[config.mk]
export PLATFORM = sky130hd
export DESIGN_NAME = voter_session
export DESIGN_NICKNAME = d
export VERILOG_FILES = /design/src/rtl/voter_session.sv
export SDC_FILE = /design/constraint.sdc
export NUM_CORES = 1
export LEC_CHECK = 0
export ABC_AREA = 1
export ABC_CLOCK_PERIOD_IN_PS = 1600
export BUFFER_PORTS_ARGS = -buffer_cell sky130_fd_sc_hd__clkbuf_2
export CAP_MARGIN = 20
export CORE_MARGIN = 5
export CORE_UTILIZATION = 40
export CTS_BUF_LIST = sky130_fd_sc_hd__clkbuf_4 sky130_fd_sc_hd__clkbuf_8
export CTS_CLUSTER_DIAMETER = 150
export DETAILED_ROUTE_END_ITERATION = 12
export PLACE_DENSITY_LB_ADDON = 0.15
export REMOVE_ABC_BUFFERS = 1
export SLEW_MARGIN = 5
export SYNTH_ARGS = -nofsm -noshare
export SYNTH_HDL_FRONTEND = slang
export SYNTH_SLANG_ARGS = --single-unit
[constraint.sdc]
create_clock -name clk -period 1.6 [get_ports clk]
set_clock_uncertainty 0.1 [all_clocks]
set_input_delay 0.32 -clock clk [delete_from_list [all_inputs] [get_ports clk]]
set_output_delay 0.32 -clock clk [all_outputs]
set_load 0.05 [all_outputs]
[src/rtl/voter_session.sv]
// Clocked voting session: tallies one vote per cycle from N_VOTERS identified voters,
// closes on request, full ballot or timeout, and issues a registered verdict.
module voter_session #(
   parameter int N_VOTERS = 4,
   parameter int TIMEOUT  = 16,
   parameter int TIE_PASS = 0,
   localparam int ID_W    = (N_VOTERS > 2) ? $clog2(N_VOTERS) : 1,
   localparam int CNT_W   = $clog2(N_VOTERS + 1)
) (
   input  logic             clk,
   input  logic             rst_n,
   input  logic             start,
   input  logic             vote_valid,
   input  logic [ID_W-1:0]  vote_id,
   input  logic             vote_yes,
   input  logic             close,
   output logic             busy,
   output logic             dup_err,
   output logic [CNT_W-1:0] yes_cnt,
   output logic [CNT_W-1:0] no_cnt,
   output logic             pass,
   output logic             tie,
   output logic             timed_out,
   output logic             done
);

   localparam int TW = (TIMEOUT > 1) ? $clog2(TIMEOUT) : 1;

   typedef enum logic [1:0] {IDLE, OPEN, DONE} state_t;

   state_t              state_q, state_d;
   logic [N_VOTERS-1:0] mask_q, mask_d;
   logic [TW-1:0]       timer_q, timer_d;
   logic [CNT_W-1:0]    yes_q, yes_d, no_q, no_d;
   logic                pass_q, pass_d, tie_q, tie_d, to_q, to_d, dup_q, dup_d;

   // One-hot decode of the voter id; ids beyond the electorate decode to all zeros.
   logic [N_VOTERS-1:0] id_hot;
   genvar gi;
   generate
      for (gi = 0; gi < N_VOTERS; gi++) begin : g_dec
         assign id_hot[gi] = (vote_id == ID_W'(gi));
      end
   endgenerate

   logic             accept, all_set, timer_hit, close_now;
   logic [CNT_W:0]   yes_x2, n_ext;

   assign accept    = vote_valid && ((id_hot & ~mask_q) != '0);
   assign all_set   = ((mask_q | (accept ? id_hot : '0)) == '1);
   assign timer_hit = (timer_q == TW'(TIMEOUT - 1));
   assign close_now = close || all_set || timer_hit;
   assign yes_x2    = {yes_d, 1'b0};
   assign n_ext     = (CNT_W + 1)'(N_VOTERS);

   always_comb begin
      state_d = state_q;
      mask_d  = mask_q;
      timer_d = timer_q;
      yes_d   = yes_q;
      no_d    = no_q;
      pass_d  = pass_q;
      tie_d   = tie_q;
      to_d    = to_q;
      dup_d   = 1'b0;
      case (state_q)
         IDLE: begin
            if (start) begin
               mask_d  = '0;
               timer_d = '0;
               yes_d   = '0;
               no_d    = '0;
               pass_d  = 1'b0;
               tie_d   = 1'b0;
               to_d    = 1'b0;
               state_d = OPEN;
            end
         end
         OPEN: begin
            if (vote_valid) begin
               if (accept) begin
                  mask_d = mask_q | id_hot;
                  if (vote_yes) yes_d = yes_q + CNT_W'(1);
                  else          no_d  = no_q + CNT_W'(1);
               end else begin
                  dup_d = 1'b1;
               end
            end
            if (close_now) begin
               // Verdict uses the tally including this cycle's vote.
               pass_d  = (yes_x2 > n_ext) || ((TIE_PASS != 0) && (yes_x2 == n_ext));
               tie_d   = (yes_x2 == n_ext);
               to_d    = timer_hit && !close && !all_set;
               state_d = DONE;
            end else begin
               timer_d = timer_q + TW'(1);
            end
         end
         DONE:    state_d = IDLE;
         default: state_d = IDLE;
      endcase
   end

   always_ff @(posedge clk or negedge rst_n) begin
      if (!rst_n) begin
         state_q <= IDLE;
         mask_q  <= '0;
         timer_q <= '0;
         yes_q   <= '0;
         no_q    <= '0;
         pass_q  <= 1'b0;
         tie_q   <= 1'b0;
         to_q    <= 1'b0;
         dup_q   <= 1'b0;
      end else begin
         state_q <= state_d;
         mask_q  <= mask_d;
         timer_q <= timer_d;
         yes_q   <= yes_d;
         no_q    <= no_d;
         pass_q  <= pass_d;
         tie_q   <= tie_d;
         to_q    <= to_d;
         dup_q   <= dup_d;
      end
   end

   assign busy      = (state_q != IDLE);
   assign done      = (state_q == DONE);
   assign dup_err   = dup_q;
   assign yes_cnt   = yes_q;
   assign no_cnt    = no_q;
   assign pass      = pass_q;
   assign tie       = tie_q;
   assign timed_out = to_q;

endmodule

==> run metrics, run 1 <==
layout cells sized above 1 0.444; Reg area 502 sq um; crit path cell chain inv_2 -> a21oi_1 -> inv_1 -> nand2_1 -> nand2_1 -> inv_1 -> nand2_1 -> nand3_1 -> nand2_1; gate count of the mapped netlist between 150 and 200; root buffer cell clkbuf_4; average wire per standard cell 11.9 microns; largest fanout on the critical path 3; PD cells 1540 nW/um^2; Max Slew Vio Count 0; CP max stage cell dfrtp_1; Clock H-tree levels 1; max-cap violations 0; number of sinks on the clock net 20; routability cong. between 0.8 and 0.9; fill cell count roughly 280; GRT overflow 0; first-pass GRT wire length about 4.3 mm; largest net degree at the start of global routing 21; syn avg cell area about 8.0 sq um; row count 20; Hold Startpoint vote_valid; element type at the critical path start flip-flop; Net count, final 201; critical path arrival 1.70 ns; Max-slew headroom 0.660; Final Hold Viols 0; initial cell density of the core 0.409; final worst path period need 1.60 ns; DIE HEIGHT 65.2 microns; RSZ-0062 raised after global routing true; Initial DRT Pass Iterations 4; Peak VDD IR ~630 uV; run status completed; final WL 2.64 mm; Iter 0 DRT Violations 34; clock transition at the registers of the reported paths 0.12 ns; Post-DP Area roughly 1400 sq um; Area Growth Syn to Fin 29.8%; CTS tree yes; diode count 0; Max Freq between 600 and 700 MHz; Core ar. between 2000 and 3000 sq um; vias in the first global route 990; Post-Syn Area 1220 sq um; crit share post-route 0.998; Lkg Pwr 0.863 nW; PortBufs 19; Crit. End Element flip-flop; critical path class reg2reg; Clk Latency, worst-skew pair 0.30 ns; Placed Cells 213; Vias/cell 4.84; final setup vio count 0; Total GRT Usage 0.132; final cell count without fillers 222; Seq/Total Area, Yosys 0.411; commonest non-fill, non-tap cell in the layout nand2_1; Critical Path RT 1.70 ns; Worst Hold End dup_err$_DFF_PN0_; Worst Hold Depth 3; Unique masters post-synth 26; Num CTS Buffers 3; Yosys reg bits 20; Top cell by count, worst path nand2_1; yosys warns 0; R2R depth 9; io pins 20; reg2reg end pass$_DFFE_PN0P_; # DRC 0; Slew @ Worst Pin 0.510 ns; most frequent cells in the layout nand2_1 (37), dfrtp_1 (19), clkbuf_2 (16), inv_1 (14), buf_4 (14); Die W 65.2 microns; Multi-input gate area 667 sq um; Vias approximately 1100; initial antenna violation count 0; FF-to-FF Start state_q[0]$_DFFE_PN0P_; DP HPWL 1.99 mm; max incr delay on CP 0.42 ns; slack of the worst reg-to-reg path 0.003 ns; Clock Path Buffers 2; final core utilization 0.531; final antenna-violating net count 0; die area 4250 sq um; HP Class in2reg; cell area after layout 1580 sq um; WHS 0.270 ns
[state kept, by name, indices dropped and copies added (netlist names)]
| signal | flops |
|---|---|
| dup_err | 1 |
| yes_cnt | 3 |
| no_cnt | 3 |
| state_q | 2 |
| pass | 1 |
| timed_out | 1 |
| mask_q | 4 |
| tie | 1 |
| timer_q | 4 |
[worst max path at each step]
stage | cells after the start | slack, ns | start | endpoint
floorplan | 11 | -0.15 | yes_cnt[0]$_DFF_PN0_ | pass$_DFFE_PN0P_
global placement | 15 | -0.05 | vote_id[1] | pass$_DFFE_PN0P_
detailed placement | 13 | -0.09 | vote_id[1] | pass$_DFFE_PN0P_
CTS | 10 | 0.01 | yes_cnt[0]$_DFF_PN0_ | tie$_DFFE_PN0P_
global route | 9 | -0.13 | state_q[0]$_DFFE_PN0P_ | pass$_DFFE_PN0P_
finish | 9 | 0.003 | state_q[0]$_DFFE_PN0P_ | pass$_DFFE_PN0P_
[kinds of logic after synthesis]
logic type / share of synthesized area
compound gates: 0.0678
fa+ha+maj: 0.0308
flops: 0.411
xor+xnor: 0.0216
simple gates: 0.376
buf+inv: 0.0925
[metrics by stage]
step | power (mW) | setup slack (ns) | TNS [ns]
2_1_floorplan | 1.62 | -0.149 | -0.276
3_3_place_gp | 1.96 | -0.0531 | -0.179
3_5_place_dp | 1.98 | -0.0945 | -0.600
4_1_cts | 2.32 | 0.0126 | 0
5_1_grt | 2.61 | -0.135 | -0.533
6_report | 2.43 | 0.00313 | 0
[critical path: cells and delay by family, from the launching register on]
kind | cells | cell delay [ns]
DFF | 1 | 0.42
AOI/OAI and AO/OA | 1 | 0.36
and+or+nand+nor | 5 | 0.34
buffers and inverters | 3 | 0.27
[layout make-up]
type	count	share of cell area
multi-input cells	104	0.422
flip-flops and latches	20	0.317
repair buffers	34	0.147
inverters	27	0.0641
well taps	33	0.0261
clock buffers	4	0.0230
[per-layer routing]
metal  track usage  part of all wire  vias up
met3        0.0222             0.025        4
met2         0.231              0.53       13
li1              -                 -      551
met5             0                 0        -
met4        0.0622             0.014        0
met1         0.154              0.43      506
[power by group]
part | internal, mW | total [mW] | switching, mW
logic | 0.484 | 1.35 | 0.867
registers | 0.653 | 0.782 | 0.129
clock network | 0.139 | 0.301 | 0.162
[timing repair]
| item | in CTS | in global routing |
|---|---|---|
| setup endpoints to repair | 2 | 12 |
| hold buffers | 1 | 0 |
| pin swaps | 0 | 14 |
| gates resized for setup | 4 | 24 |
| gates cloned | 0 | 0 |
| setup buffers | 0 | 4 |
| endpoints found under the hold margin | 20 | 0 |
[cells in the mapped netlist]
master     n  area [sq um]
nand4_4    1          21.3
or2_2      1          6.26
xnor2_1    2          17.5
nand3_1   20           100
xor2_1     1          8.76
o211ai_1   1          7.51
a21oi_1    6          30.0
nand2_1   38           143
buf_6      1          11.3
dfrtp_1   20           500
nor2_2     3          18.8
nand2_2    4          25.0
o21ai_0    3          15.0
inv_2     10          37.5
inv_1     17          63.8
nand3_2    1          10.0
nor2_8     1          20.0
nand2_4    3          33.8
nand3_4    1          17.5
nor2_1     8          30.0
nor3_1     2          10.0
o31ai_2    1          12.5
ha_1       3          37.5
nor2_4     2          22.5
a21oi_2    1          8.76
o21ai_2    1          8.76
(Power assumes the default switching activity.)
==> run 2, diff against run 1 <==
PLACE_DENSITY = 0.6   (was unset)
PLACE_DENSITY_LB_ADDON = unset   (was 0.15)
==> run 2 against run 1 <==
Critical endpoint is now yes_cnt[0]. Wire length fell by 2.9%. Non-clock buffer count increased by 3. Sequential power about the same. Register-to-register slack hardly changed. Largest power group unchanged. Hold slack better by 0.0081 ns. Clock-buffer cell count down 1. Setup slack got worse by 0.0071 ns. Global-route usage shrank 0.14 points. Clock power is 41% higher. The flow now finishes with violations (setup timing). Via count about the same. Combinational power hardly changed.
==> run metrics, run 2 (same netlist as run 1, synthesis figures left out) <==
Slew @ Worst Pin 0.510 ns (+0.000289 ns); most frequent cells in the layout nand2_1 (37), dfrtp_1 (19), buf_4 (17), nand3_1 (16), clkbuf_2 (16); Iter 0 DRT Violations 28 (-18%); Clock Path Buffers 2 (unchanged); Final WS setup -0.00396 ns (-0.00709 ns); Hold Startpoint close; reg2reg end tie$_DFFE_PN0P_; final WL 2.57 mm (-2.9%); crit path to yes_cnt[0]; run status finished, violations left; die area 4250 sq um (unchanged); max-cap violations 0 (unchanged); Placed Cells 213 (unchanged); Max Slew Vio Count 0 (unchanged); Final Hold Viols 0 (unchanged); largest net degree at the start of global routing 21 (unchanged); Critical Path RT 1.18 ns (-0.52 ns); Max-slew headroom 0.660 (about the same); critical path arrival 1.18 ns (-0.52 ns); Reg area 502 sq um (unchanged); commonest non-fill, non-tap cell in the layout nand2_1; fill cell count 279 (-0.71%); WHS 0.278 ns (+0.00810 ns); HP Class in2reg; Area Growth Syn to Fin 32.2%; Setup TNS -0.00396 ns (-0.00396 ns); Max Freq 623 MHz (-0.44%); initial antenna violation count 0 (unchanged); DIE HEIGHT 65.2 microns (unchanged); Total GRT Usage 0.130 (-0.00140); final antenna-violating net count 0 (unchanged); FF-to-FF Start yes_cnt[0]$_DFF_PN0_; RSZ-0062 raised after global routing true; crit path from yes_cnt[0]$_DFF_PN0_; # DRC 0 (unchanged); final setup vio count 1 (+1); slack of the worst reg-to-reg path 0.01 ns (about the same); Lkg Pwr 0.884 nW (+2.3%); diode count 0 (unchanged); PortBufs 19 (unchanged); CTS tree yes; Peak VDD IR 631 uV (about the same); Crit. End Element output port; Initial DRT Pass Iterations 4 (unchanged); Vias 1073 (-0.093%); Vias/cell 4.77 (-1.4%); final cell count without fillers 225 (+1.4%); average wire per standard cell 11.4 microns (-4.2%); Num CTS Buffers 3 (unchanged); Die W 65.2 microns (unchanged); Multi-input gate area 664 sq um (-0.38%); final worst path period need 1.60 ns (+0.00709 ns); failing checks setup timing; critical path class reg2out; dpl ws -0.0939 ns (+0.000588 ns); layout cells sized above 1 0.432 (-0.0122); Clock H-tree levels 1 (unchanged); number of sinks on the clock net 20 (unchanged); Net count, final 204 (+1.5%); root buffer cell clkbuf_4; Clk Latency, worst-skew pair 0.31 ns (about the same); R2R depth 10 (+1); element type at the critical path start flip-flop; first-pass GRT wire length 4.29 mm (-1.1%); vias in the first global route 1021 (+3.1%); io pins 20 (unchanged); largest fanout on the critical path 3 (unchanged); PD cells 1580 nW/um^2 (+2.7%); initial cell density of the core 0.409 (unchanged); row count 20 (unchanged); top flop regs mask_q: 4 flops, timer_q: 4 flops; clock transition at the registers of the reported paths 0.11 ns (about the same); DP HPWL 1.92 mm (-3.8%); crit share post-route 1.00 (+0.00443); Core ar. 2980 sq um (unchanged); total power 2.54 mW (+4.6%); routability cong. 0.832 (-0.11%); GRT overflow 0 (unchanged)
[run 2: final cells by class]
cell class / count / share of cell area
Clock buffer: 3 / 0.0140
Clock inverter: 1 / 0.0187
Inverter: 27 / 0.0630
Multi-Input combinational cell: 104 / 0.413
Sequential cell: 20 / 0.312
Tap cell: 33 / 0.0257
Timing Repair Buffer: 37 / 0.154
[run 2: worst min path at each step]
stage / endpoint / slack, ns / cells past startpoint
after floorplan: dup_err$_DFF_PN0_ / -0.08 / 0
after global placement: pass$_DFFE_PN0P_ / 0.21 / 1
after detailed placement: pass$_DFFE_PN0P_ / 0.22 / 1
after CTS: dup_err$_DFF_PN0_ / 0.25 / 3
after global routing: timed_out$_DFFE_PN0P_ / 0.29 / 4
final: timed_out$_DFFE_PN0P_ / 0.28 / 4
[run 2: repair_timing]
item,CTS,global route
resized for setup,10,13
pin swaps,6,15
hold buffers,1,0
endpoints found under the setup margin,3,12
hold endpoints to repair,20,0
buffers inserted,2,5
[run 2: critical path, cell delays in order (launching register included)]
cell and delay (ns):
dfrtp_1 0.41, buf_4 0.14, buf_4 0.13, buf_2 0.20
[run 2: where the power goes]
| group | total (mW) | internal, mW | leakage (nW) | switching, mW |
|---|---|---|---|---|
| Combinational | 1.34 | 0.487 | 0.589 | 0.855 |
| Clock | 0.423 | 0.253 | 0.0279 | 0.169 |
| Sequential | 0.780 | 0.653 | 0.266 | 0.126 |
[run 2: through the flow]
step	util	cell area, sq um
final	0.540	1610
after global placement	0.476	1420
after floorplan	-	1210
after detailed placement	0.476	1420
after global routing	0.540	1610
after CTS	0.511	1520
[run 2: routing by layer]
layer | track usage | share of wire
met5 | 0 | 0
met4 | 0.0622 | 0.017
met1 | 0.150 | 0.44
met3 | 0.0239 | 0.025
met2 | 0.230 | 0.52
